**config.mk**
```make
export PLATFORM = sky130hd
export DESIGN_NAME = rc_cmp_pulse_meter
export DESIGN_NICKNAME = d
export VERILOG_FILES = /design/src/rtl/rc_cmp_pkg.sv /design/src/rtl/rc_cmp_sync.sv /design/src/rtl/rc_cmp_pulse_meter.sv
export SDC_FILE = /design/constraint.sdc
export NUM_CORES = 1
export LEC_CHECK = 0
export ABC_AREA = 1
export BUFFER_PORTS_ARGS = -buffer_cell sky130_fd_sc_hd__buf_2
export CAP_MARGIN = 20
export CORE_ASPECT_RATIO = 1.5
export CORE_MARGIN = 3
export CORE_UTILIZATION = 55
export CTS_CLUSTER_SIZE = 14
export DETAILED_ROUTE_END_ITERATION = 10
export PLACE_DENSITY = 0.84
export SYNTH_ARGS = -nofsm -noshare
export SYNTH_HDL_FRONTEND = slang
export SYNTH_HIERARCHICAL = 1
export SYNTH_SLANG_ARGS = --single-unit
```
**constraint.sdc**
```tcl
create_clock -name clk -period 4.3 [get_ports clk]
set_clock_uncertainty 0.2 [all_clocks]
set_input_delay 0.215 -clock clk [delete_from_list [all_inputs] [get_ports clk]]
set_output_delay 0.215 -clock clk [all_outputs]
set_load 0.005 [all_outputs]
```
**src/rtl/rc_cmp_pkg.sv**
```systemverilog
// Shared types and constants for the RC comparator pulse meter.
package rc_cmp_pkg;

   typedef enum logic [1:0] {IDLE, ARMED, MEASURE, REPORT} meter_state_t;

   localparam int CMP_WIDTH_DEFAULT = 16;
   localparam int GLITCH_CNT_W      = 8;

endpackage

```
**src/rtl/rc_cmp_sync.sv**
```systemverilog
// Multi-flop synchroniser bringing the asynchronous comparator bit into clk.
module rc_cmp_sync #(
   parameter int SYNC_STAGES = 2
) (
   input  logic clk,
   input  logic rst,
   input  logic cmp_in,
   output logic cmp_s
);

   logic [SYNC_STAGES-1:0] sync_q;

   // NOTE: sequential state uses <= so every flop samples pre-edge values.
   always_ff @(posedge clk) begin
      if (!rst) sync_q <= '0;
      else      sync_q <= {sync_q[SYNC_STAGES-2:0], cmp_in};
   end

   assign cmp_s = sync_q[SYNC_STAGES-1];

endmodule

```
**src/rtl/rc_cmp_pulse_meter.sv**
```systemverilog
// Measures glitch-filtered high pulses of the synchronised comparator bit and
// reports each width on a valid/ready port.
module rc_cmp_pulse_meter
   import rc_cmp_pkg::*;
#(
   parameter int WIDTH       = CMP_WIDTH_DEFAULT,
   parameter int SYNC_STAGES = 2,
   parameter int MIN_PULSE   = 2
) (
   input  logic                    clk,
   input  logic                    rst,
   input  logic                    en,
   input  logic                    cmp_in,
   output logic [WIDTH-1:0]        width_out,
   output logic                    width_valid,
   input  logic                    width_ready,
   output logic                    saturated,
   output logic [GLITCH_CNT_W-1:0] glitch_cnt,
   output logic                    busy
);

   localparam logic [WIDTH-1:0]        CNT_MAX    = '1;
   localparam logic [WIDTH-1:0]        MIN_LEN    = WIDTH'(MIN_PULSE);
   localparam logic [GLITCH_CNT_W-1:0] GLITCH_MAX = '1;

   meter_state_t            state, state_d;
   logic [WIDTH-1:0]        cnt, cnt_d, width_d;
   logic                    sat, sat_d, saturated_d, valid_d;
   logic [GLITCH_CNT_W-1:0] glitch_d;
   logic [SYNC_STAGES-1:0]  fill;
   logic                    primed, cmp_s;

   rc_cmp_sync #(.SYNC_STAGES(SYNC_STAGES)) u_sync (
      .clk    (clk),
      .rst    (rst),
      .cmp_in (cmp_in),
      .cmp_s  (cmp_s)
   );

   // The synchroniser holds stale zeros right after reset; don't arm until
   // cmp_s reflects samples taken after reset release.
   assign primed = fill[SYNC_STAGES-1];

   always_ff @(posedge clk) begin
      if (!rst) begin
         state       <= IDLE;
         cnt         <= '0;
         sat         <= 1'b0;
         width_out   <= '0;
         saturated   <= 1'b0;
         width_valid <= 1'b0;
         glitch_cnt  <= '0;
         fill        <= '0;
      end else begin
         state       <= state_d;
         cnt         <= cnt_d;
         sat         <= sat_d;
         width_out   <= width_d;
         saturated   <= saturated_d;
         width_valid <= valid_d;
         glitch_cnt  <= glitch_d;
         fill        <= {fill[SYNC_STAGES-2:0], 1'b1};
      end
   end

   always_comb begin
      // NOTE: every next-state value is defaulted first so no path infers a latch.
      state_d     = state;
      cnt_d       = cnt;
      sat_d       = sat;
      width_d     = width_out;
      saturated_d = saturated;
      valid_d     = width_valid;
      glitch_d    = glitch_cnt;

      if (!en) begin
         state_d = IDLE;
         valid_d = 1'b0;
      end else begin
         unique case (state)
            IDLE: begin
               if (primed && !cmp_s) state_d = ARMED;
            end
            ARMED: begin
               if (cmp_s) begin
                  state_d = MEASURE;
                  cnt_d   = WIDTH'(1);
                  sat_d   = 1'b0;
               end
            end
            MEASURE: begin
               if (cmp_s) begin
                  if (cnt != CNT_MAX) cnt_d = cnt + WIDTH'(1);
                  sat_d = (cnt_d == CNT_MAX);
               end else if (cnt >= MIN_LEN) begin
                  width_d     = cnt;
                  saturated_d = sat;
                  valid_d     = 1'b1;
                  state_d     = REPORT;
               end else begin
                  if (glitch_cnt != GLITCH_MAX) glitch_d = glitch_cnt + GLITCH_CNT_W'(1);
                  cnt_d   = '0;
                  state_d = ARMED;
               end
            end
            REPORT: begin
               if (width_ready) begin
                  valid_d = 1'b0;
                  cnt_d   = '0;
                  sat_d   = 1'b0;
                  state_d = IDLE;
               end
            end
            default: state_d = IDLE;
         endcase
      end
   end

   assign busy = (state == MEASURE) || (state == REPORT);

endmodule

```
=== Yosys cells after proc, flatten, opt, wreduce, memory -nomap -nowiden ===
Index checks and enable logic that the tools add are counted.
Widths: inputs -> output; s select.

* $add $sub $neg: 2
* Multiply operators: 0
* Div/mod/pow operators: 0
* Magnitude comparators: 1
* Eq/ne operators: 13
* Shift operators: 0
* Multiplexer cells: 23
* Bitwise gates (word level): 2
* Reductions and logical operators: 13

{| class="wikitable"
|+ Operator list
! operator !! number
|-
| $mux 16 || 8
|-
| $pmux 16 s3 || 1
|-
| $add 16x1->16 const B || 1
|-
| $eq 16x16->1 const B || 1
|-
| $ge 16x2->1 const B || 1
|-
| $ne 16x16->1 const B || 1
|-
| $reduce_and 5->1 || 3
|-
| $reduce_and 4->1 || 3
|-
| $mux 2 || 5
|-
| $add 8x1->8 const B || 1
|-
| $ne 2x2->1 const B || 4
|-
| $ne 8x8->1 const B || 1
|-
| $pmux 2 s4 || 1
|-
| $mux 1 || 6
|-
| $eq 2x2->1 const B || 2
|-
| $ne 2x1->1 const B || 2
|-
| $ne 3x2->1 const B || 1
|-
| $pmux 1 s3 || 1
|-
| $reduce_bool 3->1 || 1
|-
| $eq 2x1->1 const B || 1
|-
| $logic_not 2->1 || 1
|-
| $not 1->1 || 2
|-
| $pmux 1 s2 || 1
|-
| $reduce_and 2->1 || 1
|-
| other kinds (4) || 4
|}

* Flip-flop bits (word level): 49
* Latch bits: 0
* Bits in writable memories: 0
* ROM bits: 0
* Input bits: 5
* Output and inout bits: 27
* Logic and storage cells: 64
* Memories: 0

=== Logic depth before layout (Yosys ltp) ===
Gate-level depths: netlist of the first run.

* Word-level depth: 8
* Gate-level depth with buffers: 12
* Gate-level depth less buffers: 12

=== Cells and area by module ===
Netlist of the first run, hierarchy kept.

{| class="wikitable"
|+ Modules (own cells, without submodules)
! module !! times used !! cells an instance !! area each (µm²) !! seq. area each (µm²)
|-
| rc_cmp_pulse_meter || 1 || 393 || 2,605.0 || 940.9
|-
| rc_cmp_sync || 1 || 6 || 55.1 || 40.0
|}

=== Worst setup path before layout of the first run ===
No wires, ideal clock.

* Path type: reg2reg
* From: reg cnt[1]
* To: reg sat
* Library setup time: 0.070 ns
* Arrival: 1.632 ns
* Data required time: 4.030 ns
* Slack: 2.398 ns
* Stages on the path, launching flop included: 13
* Path buffers: 1
* Clock period less this slack: 1.902 ns
* Cells stage by stage: dfxtp_1 > ha_1 > nand2_1 > nor2_1 > nand2_2 > inv_2 > nand2_4 > buf_6 > o21ai_0 > nand2_1 > nor2_1 > nand3_1 > a21oi_1

* Cells in the longest elaborated chain, start to end: 8
* Elaborated cells on any way between the ends: 9
* Classes of those cells: add/sub: 1; eq/ne: 2; mux: 6

{| class="wikitable"
|+ RTL lines
! what !! RTL line !! text
|-
| start: declaration || rc_cmp_pulse_meter.sv:27 || <nowiki>logic [WIDTH-1:0] cnt, cnt_d, width_d;</nowiki>
|-
| start signal: assignment || rc_cmp_pulse_meter.sv:56 || <nowiki>cnt <= cnt_d;</nowiki>
|-
| $add 16x1->16 / $ne 16x16->1 (equally long branches) || rc_cmp_pulse_meter.sv:93 || <nowiki>if (cnt != CNT_MAX) cnt_d = cnt + WIDTH'(1);</nowiki>
|-
| $mux 16 * || rc_cmp_pulse_meter.sv:93 ||
|-
| $mux 16 * || rc_cmp_pulse_meter.sv:92 || <nowiki>if (cmp_s) begin</nowiki>
|-
| $mux 16 * || rc_cmp_pulse_meter.sv:80 || <nowiki>unique case (state)</nowiki>
|-
| $mux 16 * || rc_cmp_pulse_meter.sv:76 || <nowiki>if (!en) begin</nowiki>
|-
| $eq 16x16->1 * || rc_cmp_pulse_meter.sv:94 || <nowiki>sat_d = (cnt_d == CNT_MAX);</nowiki>
|-
| $mux 1 * || rc_cmp_pulse_meter.sv:92 ||
|-
| $pmux 1 s3 * || rc_cmp_pulse_meter.sv:80 ||
|-
| end signal: assignment || rc_cmp_pulse_meter.sv:57 || <nowiki>sat <= sat_d;</nowiki>
|-
| end: declaration || rc_cmp_pulse_meter.sv:28 || <nowiki>logic sat, sat_d, saturated_d, valid_d;</nowiki>
|}

Every way passes the cells marked *; elsewhere a longest branch is shown, timed or not. The select of a mux whose other input is x is not followed.
A chain may end at the register's enable or synchronous reset.

=== Worst setup path after layout of the first run ===
Same ends and word-level chain as after synthesis.

==> results.json, run 1 <==
{
  "drc_errors": 0,
  "final_cell_mix": "108 x nand2_1, 49 x dfxtp_1, 46 x inv_1, 39 x a21oi_1, 35 x nor2_1",
  "slew_violations": 0,
  "start_kind": "register",
  "combPwrFrac_pct": 3.5,
  "syn-cell-area_um2": 2660,
  "ys_warn_count": 6,
  "hold_class": "input pin to register",
  "fmax_ghz": 0.4259,
  "antenna_found_initial": 0,
  "place_hpwl_um": 4722,
  "dieHeight_um": 91.18,
  "track_usage_pct": 24.56,
  "design_area_um2": 2948,
  "insertedDiodeCount": 0,
  "layout_commonest_cell": "nand2_1",
  "clk_latency_ns": 0.31,
  "cts_tree": "done",
  "ys_ff_latch": 49,
  "synth_nets": 407,
  "clk_pin_slew_ns": 0.10,
  "port_buffers": 31,
  "syn_inst": 399,
  "vias": 2679,
  "drt_iter0_markers": 193,
  "synth.distinct_cells": 30,
  "period_minus_slack_ns": 2.348,
  "crit_fanout": 17,
  "cpPeakStageDelay_ns": 0.50,
  "setup_viol_count_final": 0,
  "power_density_nw_per_um2": 280.5,
  "dpl.cell_count": 480,
  "fin_setup_tns_ns": 0,
  "final-hold-violation-count": 0,
  "drive_above_1_share_pct": 15.02,
  "grt_pass1_wl_um": 11410,
  "n_fill_cell": 438,
  "crit_required_ns": 4.33,
  "seqPwrFrac_pct": 55.6,
  "initial_core_util_pct": 58.09,
  "htree_num_levels": 2,
  "cap_violations": 0,
  "ant_nets": 0,
  "path_cells": "ha_1 -> nand2_1 -> nor2_1 -> nand2_2 -> inv_2 -> nand2_4 -> nand3_1 -> nand2_1 -> nor2_1 -> nand3_1 -> a21oi_1",
  "place_area_um2": 2815,
  "setup.worst_path.end_class": "register",
  "final_nets": 433,
  "pwr-share-clk_pct": 41.0,
  "cts_inserted_buffers": 5,
  "clk_path_buf_depth": 2,
  "syn_avg_cell_area_um2": 6.667,
  "post_cts_buffers": 0,
  "p_sw_share_pct": 22.67,
  "gp_congestion": 0.9694,
  "wl_per_cell_um": 13.36,
  "grt_max_degree": 35,
  "rows": 30,
  "grt_pass1_vias": 2610,
  "crit_type": "register to register",
  "p_int_uw": 639.5,
  "die_x_um": 62.78,
  "core_um2": 4579,
  "rsz0062_at_grt": "false",
  "power.leakage_uw": 0.001283,
  "p_total_uw": 826.9,
  "final_cells": 490,
  "seq_area_frac_synth_pct": 36.88,
  "dr.pass1.iters": 5,
  "drt_wl_total_um": 6544,
  "p_sw_uw": 187.4,
  "maxSlewHeadroom_pct": 57.30,
  "outcome": "complete, no violations",
  "io_pins": 32,
  "critPathArrivalTime_ns": 2.38,
  "tightest_slew_ns": 0.6398,
  "cts_root_buffer": "clkbuf_8",
  "cts_num_sinks": 49,
  "slowest_stage": "dfxtp_1",
  "period_share_pct": 54.60,
  "syn2layout_area_growth_pct": 10.82,
  "ir_drop_v": 0.0003167,
  "routed_via_density": 5.467,
  "grt_remaining_overflow": 0,
  "die_area_um2": 5724
}
-- flip-flops by register name, indices dropped and copies added, names as in the netlist --
| name | cells |
|---|---|
| u_sync/sync_q | 2 |
| sat | 1 |
| width_out | 16 |
| fill | 2 |
| state | 2 |
| width_valid | 1 |
| saturated | 1 |
| glitch_cnt | 8 |
| cnt | 16 |
-- critical path: cells and delay by family (launching register included) --
| kind | cells | cell delay [ns] |
|---|---|---|
| AND/OR/NAND/NOR | 8 | 1.02 |
| buffers and inverters | 1 | 0.07 |
| AO/OA/AOI/OAI | 1 | 0.13 |
| adder cells (fa/ha/maj) | 1 | 0.34 |
| flip-flops | 1 | 0.50 |
-- power groups by stage --
| stage | logic [µW] | clock network, µW | registers (µW) |
|---|---|---|---|
| CTS | 28.7 | 345 | 460 |
| global placement | 26.8 | 0 | 470 |
| global route | 33.3 | 357 | 460 |
| finish | 28.6 | 339 | 460 |
| detailed placement | 27.2 | 0 | 470 |
| floorplan | 21.3 | 0 | 468 |
-- cells in the mapped netlist --
master,n,share of area [%]
ha_1,3,1.4
buf_2,4,0.75
o21a_1,1,0.28
a31oi_1,2,0.47
inv_2,6,0.85
xor2_1,2,0.66
nor2_1,35,4.9
inv_1,46,6.5
nand4_1,11,2.6
nand3_1,28,5.3
a21oi_1,39,7.3
nor3b_1,1,0.28
o21ai_0,28,5.3
buf_6,1,0.42
o21bai_1,2,0.56
nand4_4,1,0.80
xnor2_1,2,0.66
o21ai_1,1,0.19
clkbuf_1,5,0.71
dfxtp_1,49,37
nand3_2,2,0.75
nor2_2,3,0.71
nor2_8,1,0.75
nand2_4,2,0.85
nor3_2,2,0.75
nor3_1,2,0.38
nand2_1,108,15
nand2_2,4,0.94
buf_4,4,1.1
nor2_4,4,1.7
-- layout make-up --
cell class              instances  area [µm²]  share of cell area, %
multi-input cells             284        1404                  47.62
flip-flops and latches         49       980.9                  33.28
inverters                      52       195.2                  6.621
repair buffers                 33       175.2                  5.942
well taps                      64       80.08                  2.716
clock buffers                   5       68.82                  2.334
clock inverters                 3       43.79                  1.486
-- metrics by stage --
step                      setup slack [ns]  utilization, %  hold WS, ns
after floorplan                      2.398               -      0.04272
after global placement               2.012           61.48       0.1939
after detailed placement             1.986           61.48       0.2068
after CTS                            1.953           64.37      0.08221
after global routing                 1.686           64.37       0.1038
final                                1.952           64.37      0.08679
-- kinds of logic (layout without fill, tap and decap cells) --
family / count (synthesis) / after routing / share of synthesized area [%]
compound gates: 73 / 73 / 14.11
xor+xnor: 4 / 4 / 1.317
fa+ha+maj: 3 / 3 / 1.411
buf+inv: 66 / 93 / 10.35
flops: 49 / 49 / 36.88
simple gates: 204 / 204 / 35.94
-- timing repair --
item / 4_1_cts / 5_1_grt
gates resized for setup: 0 / 0
hold buffers: 2 / 0
endpoints found under the hold margin: 2 / 0
-- final timing paths --
path	start	to	slack, ns	depth (start not counted)
min reg2reg	u_sync/sync_q[0]	u_sync/sync_q[1]	0.22	2
max	cnt[1]	sat	1.95	11
min	rst	fill[0]	0.09	1
max reg2reg	cnt[1]	sat	1.95	11
-- routing by layer --
metal / wire [µm] / part of all wire (%) / global-route usage [%]
met4: 276 / 4.2 / 13.26
met2: 3442 / 53 / 44.97
met1: 2481 / 38 / 26.28
met3: 344 / 5.3 / 4.208
met5: 0 / 0 / 0
No activity file was read; power rests on OpenSTA's default activity.
==> run 2: changes to the inputs <==
--- a/config.mk
+++ b/config.mk
@@ -10,10 +10,10 @@
 export CAP_MARGIN = 20
 export CORE_ASPECT_RATIO = 1.5
 export CORE_MARGIN = 3
-export CORE_UTILIZATION = 55
+export CORE_UTILIZATION = 52
 export CTS_CLUSTER_SIZE = 14
 export DETAILED_ROUTE_END_ITERATION = 10
-export PLACE_DENSITY = 0.84
+export PLACE_DENSITY = 0.83
 export SYNTH_ARGS = -nofsm -noshare
 export SYNTH_HDL_FRONTEND = slang
 export SYNTH_HIERARCHICAL = 1
==> constraint.sdc (replaced) <==
create_clock -name clk -period 2.15 [get_ports clk]
set_clock_uncertainty 0.2 [all_clocks]
set_input_delay 0.1075 -clock clk [delete_from_list [all_inputs] [get_ports clk]]
set_output_delay 0.1075 -clock clk [all_outputs]
set_load 0.005 [all_outputs]
==> run 2 against run 1 <==
  * Setup slack got worse by 1.8 ns
  * Design area rose by 4.0%
  * Non-clock buffer count rose by 14
==> results.json, run 2 (synthesis gave the netlist of run 1 again) <==
{
  "period_minus_slack_ns": 2.003,
  "n_fill_cell": 487,
  "dr_wl_met3_um": 224,
  "critPathArrivalTime_ns": 2.04,
  "ir_drop_v": 0.0003087,
  "layout_commonest_cell": "nand2_1",
  "initial_core_util_pct": 54.43,
  "drive_above_1_share_pct": 18.41,
  "final-hold-violation-count": 0,
  "route.met2.wl_um": 3604,
  "drc_errors": 0,
  "final_cell_mix": "108 x nand2_1, 48 x dfxtp_1, 46 x inv_1, 39 x a21oi_1, 32 x nor2_1",
  "rows": 31,
  "grt_pass1_vias": 2509,
  "setup_viol_count_final": 0,
  "clk_pin_slew_ns": 0.10,
  "grt_pass1_wl_um": 11100,
  "gp_congestion": 0.9479,
  "antenna_found_initial": 0,
  "place_area_um2": 2928,
  "insertedDiodeCount": 0,
  "p_int_uw": 1169,
  "place_hpwl_um": 4942,
  "start_kind": "register",
  "reg_top3": "cnt: 16 flops, width_out: 16 flops, glitch_cnt: 8 flops",
  "track_usage_pct": 23.15,
  "power.leakage_uw": 0.001349,
  "tightest_slew_ns": 0.6495,
  "clk_path_buf_depth": 2,
  "cap_violations": 0,
  "die_x_um": 64.40,
  "hold_class": "input pin to register",
  "crit_required_ns": 2.19,
  "syn2layout_area_growth_pct": 15.24,
  "clk_latency_ns": 0.31,
  "dr.pass1.iters": 4,
  "maxSlewHeadroom_pct": 56.65,
  "grt_max_degree": 35,
  "port_buffers": 31,
  "drt_iter0_markers": 142,
  "crit_fanout": 5,
  "final_nets": 447,
  "fmax_ghz": 0.4994,
  "power_density_nw_per_um2": 503.9,
  "vias": 2635,
  "io_pins": 32,
  "wl_per_cell_um": 13.11,
  "outcome": "complete, no violations",
  "grt_remaining_overflow": 0,
  "design_area_um2": 3065,
  "combPwrFrac_pct": 3.9,
  "dpl.cell_count": 495,
  "highest_layer": "met4",
  "pwr-share-clk_pct": 36.6,
  "die_area_um2": 6027,
  "cts_inserted_buffers": 5,
  "dieHeight_um": 93.60,
  "seqPwrFrac_pct": 59.4,
  "ant_nets": 0,
  "cts_tree": "done",
  "final_cells": 506,
  "htree_num_levels": 2,
  "setup.worst_path.end_class": "register",
  "fin_setup_tns_ns": 0,
  "p_total_uw": 1545,
  "core_um2": 4887,
  "cts_num_sinks": 49,
  "p_sw_uw": 375.9,
  "period_share_pct": 93.14,
  "crit_type": "register to register",
  "routed_via_density": 5.208,
  "wl_met1_um": 2654,
  "final_util_pct": 62.72,
  "drt_wl_total_um": 6635,
  "p_sw_share_pct": 24.33,
  "cts_root_buffer": "clkbuf_8",
  "slew_violations": 0
}
==> run 2: through the flow <==
stage | setup WS, ns | hold slack, ns
4_1_cts | 0.1247 | 0.08729
3_3_place_gp | 0.1689 | 0.08418
2_1_floorplan | 0.2484 | -0.06478
5_1_grt | -0.01015 | 0.2023
6_report | 0.1475 | 0.09444
3_5_place_dp | 0.1350 | 0.09058
==> run 2: area by class of cell <==
cell class / instances / area [µm²] / area share (%)
clock inverter: 3 / 25.02 / 0.8163
tap: 66 / 82.58 / 2.694
inverter: 52 / 195.2 / 6.367
timing repair buffer: 47 / 295.3 / 9.633
clock buffer: 5 / 68.82 / 2.245
multi-input combinational: 284 / 1416 / 46.20
sequential: 49 / 982.2 / 32.04
==> run 2: final timing paths <==
path	startpoint	to	slack, ns	cells after the start
worst min-delay path	width_ready	state[0]	0.09	6
worst max-delay path	cnt[0]	sat	0.15	11
worst min register to register	fill[0]	fill[1]	0.22	2
worst max register to register	cnt[0]	sat	0.15	11
==> run 2: power by group through the flow <==
stage	sequential [µW]	combinational, µW	clock (µW)
6_report	918	60.6	566
5_1_grt	919	69.5	605
4_1_cts	918	59.5	585
3_5_place_dp	940	55.3	0
3_3_place_gp	939	54.5	0
2_1_floorplan	937	42.6	0
==> run 2: worst max-delay path, cell delays in order, from the launching register on <==
cell	delay, ns
dfxtp_1	0.40
ha_1	0.19
nand2_1	0.09
nor2_2	0.17
nand3_1	0.17
nor2_2	0.17
nand2_1	0.06
o21ai_1	0.13
nand2_1	0.09
nor2_1	0.09
nand3_1	0.08
a21oi_1	0.11
==> run 2: repair_timing <==
item,CTS,global route
setup endpoints to repair,0,2
hold buffers,3,0
endpoints found under the hold margin,5,0
resized for setup,0,6
buffers inserted,0,0
==> run 2: metal layers <==
metal / up-vias / global-route usage, %
met5: - / 0
met4: 0 / 9.347
met3: 16 / 3.125
met2: 69 / 44.40
met1: 1192 / 24.85
li1: 1358 / -
==> run 3: changes to the inputs <==
--- a/config.mk
+++ b/config.mk
@@ -8,12 +8,15 @@
 export ABC_AREA = 1
 export BUFFER_PORTS_ARGS = -buffer_cell sky130_fd_sc_hd__buf_2
 export CAP_MARGIN = 20
+export CELL_PAD_IN_SITES_DETAIL_PLACEMENT = 0
+export CELL_PAD_IN_SITES_GLOBAL_PLACEMENT = 2
 export CORE_ASPECT_RATIO = 1.5
 export CORE_MARGIN = 3
-export CORE_UTILIZATION = 52
+export CORE_UTILIZATION = 29
+export CTS_CLUSTER_DIAMETER = 200
 export CTS_CLUSTER_SIZE = 14
 export DETAILED_ROUTE_END_ITERATION = 10
-export PLACE_DENSITY = 0.83
+export PLACE_DENSITY = 0.84
 export SYNTH_ARGS = -nofsm -noshare
 export SYNTH_HDL_FRONTEND = slang
 export SYNTH_HIERARCHICAL = 1
==> run 3 against run 2 <==
  * First-iteration DRC count is 25% lower
  * Global-route usage is 7.7 points lower
  * Fmax is 2.0% higher
  * Utilization down 26 points
  * Hold slack worse by 0.075 ns
  * Sequential power is essentially flat
  * Largest cell class unchanged
==> results.json, run 3 (synthesis gave the netlist of run 1 again) <==
{
  "outcome": "complete, no violations",
  "wl_per_cell_um": 13.47,
  "power.leakage_uw": 0.001412,
  "io_pins": 32,
  "fmax_ghz": 0.5095,
  "period_minus_slack_ns": 1.963,
  "vias": 2617,
  "final_nets": 453,
  "clk_path_buf_depth": 2,
  "gp_congestion": 0.8260,
  "final_cell_mix": "108 x nand2_1, 48 x dfxtp_1, 46 x inv_1, 39 x a21oi_1, 33 x nor2_1",
  "dr.pass1.iters": 4,
  "maxSlewHeadroom_pct": 50.23,
  "critPathArrivalTime_ns": 1.93,
  "cts_root_buffer": "clkbuf_16",
  "post_cts_buffers": 0,
  "layout_commonest_cell": "nand2_1",
  "drive_above_1_share_pct": 19.73,
  "rsz0062_at_grt": "false",
  "reg_top3": "cnt: 16 flops, width_out: 16 flops, glitch_cnt: 8 flops",
  "start_kind": "register",
  "antenna_found_initial": 0,
  "htree_num_levels": 2,
  "rows": 42,
  "drt_wl_total_um": 7492,
  "ant_nets": 0,
  "cts_inserted_buffers": 5,
  "grt_remaining_overflow": 0,
  "place_hpwl_um": 5740,
  "die_x_um": 84.20,
  "fin_setup_tns_ns": 0,
  "cap_violations": 0,
  "drt_iter0_markers": 107,
  "holdWs_ns": 0.01930,
  "insertedDiodeCount": 0,
  "core_um2": 8881,
  "port_buffers": 31,
  "ir_drop_v": 0.0003099,
  "tightest_slew_ns": 0.7458,
  "clk_latency_ns": 0.29,
  "setup_viol_count_final": 0,
  "cts_num_sinks": 49,
  "hold_class": "input pin to register",
  "crit_fanout": 33,
  "grt_pass1_wl_um": 12590,
  "crit_required_ns": 2.12,
  "initial_core_util_pct": 29.95,
  "grt_pass1_vias": 2560,
  "final-hold-violation-count": 0,
  "period_share_pct": 91.29,
  "track_usage_pct": 15.46,
  "crit_type": "register to register",
  "drc_errors": 0,
  "routed_via_density": 4.707,
  "slew_violations": 0,
  "cts_tree": "done",
  "die_area_um2": 10380,
  "power_density_nw_per_um2": 557.8,
  "syn2layout_area_growth_pct": 21.21,
  "dieHeight_um": 123.3,
  "clk_pin_slew_ns": 0.07,
  "setup.worst_path.end_class": "register",
  "grt_max_degree": 34
}
==> run 3: cell types whose count changed in the layout (fill, tap and decap cells not counted), sizes merged <==
cell,change
buf,+7
dlygate4sd3,-1
inv,-1
clkbuf,+1
clkinv,+1
clkinvlp,-1
==> run 3: metal layers <==
metal	vias to the layer above	track usage [%]	share of wire (%)
met5	-	0	0
met4	0	6.036	2.3
met3	9	2.267	2.6
met2	35	29.84	54
met1	1196	16.72	41
li1	1377	-	-
==> run 3: power by group <==
group          switching, µW  internal (µW)  leakage, µW
Combinational           43.0           20.9     0.000939
Clock                    352            463    0.0000768
Sequential              6.06            913     0.000396
==> run 3: repair_timing <==
item | CTS | global route
hold buffers | 2 | 0
gates resized for setup | 0 | 7
setup endpoints to repair | 0 | 4
hold endpoints to repair | 4 | 0
==> run 3: final cells by class <==
| cell class | instances | area [µm²] |
|---|---|---|
| clock inverter | 2 | 13.76 |
| sequential | 49 | 982.2 |
| clock buffer | 6 | 138.9 |
| tap | 110 | 137.6 |
| inverter | 52 | 195.2 |
| fill | 1000 | 5657 |
| multi-input combinational | 284 | 1419 |
| timing repair buffer | 53 | 337.8 |
==> run 3: worst max-delay path, cell delays in order, from the launching register on <==
cell	delay [ns]
dfxtp_1	0.52
inv_1	0.09
nand2_1	0.10
nor3_2	0.06
nand4_4	0.16
nand3_2	0.13
buf_12	0.19
o21ai_0	0.31
a21oi_1	0.06
==> run 3: path summary, 6_finish.rpt <==
check	startpoint	to	slack, ns	cells past startpoint
worst max-delay path	cnt[6]	width_out[4]	0.19	8
worst min-delay path	rst	fill[0]	0.02	2
worst max register to register	cnt[6]	width_out[4]	0.19	8
worst min register to register	u_sync/sync_q[0]	u_sync/sync_q[1]	0.22	2
==> run 3: stage by stage <==
stage               utilization, %  worst slack, ns  std cells  total power (µW)  cell area (µm²)
floorplan                        -           0.2484        399             979.1             2660
global placement             34.18          0.08250        546              1003             3035
detailed placement           34.18          0.09567        546              1002             3035
CTS                          36.12          0.06675        556              1829             3208
global route                 36.31        0.0006153        556              1863             3224
finish                       36.31           0.1874        556              1798             3224
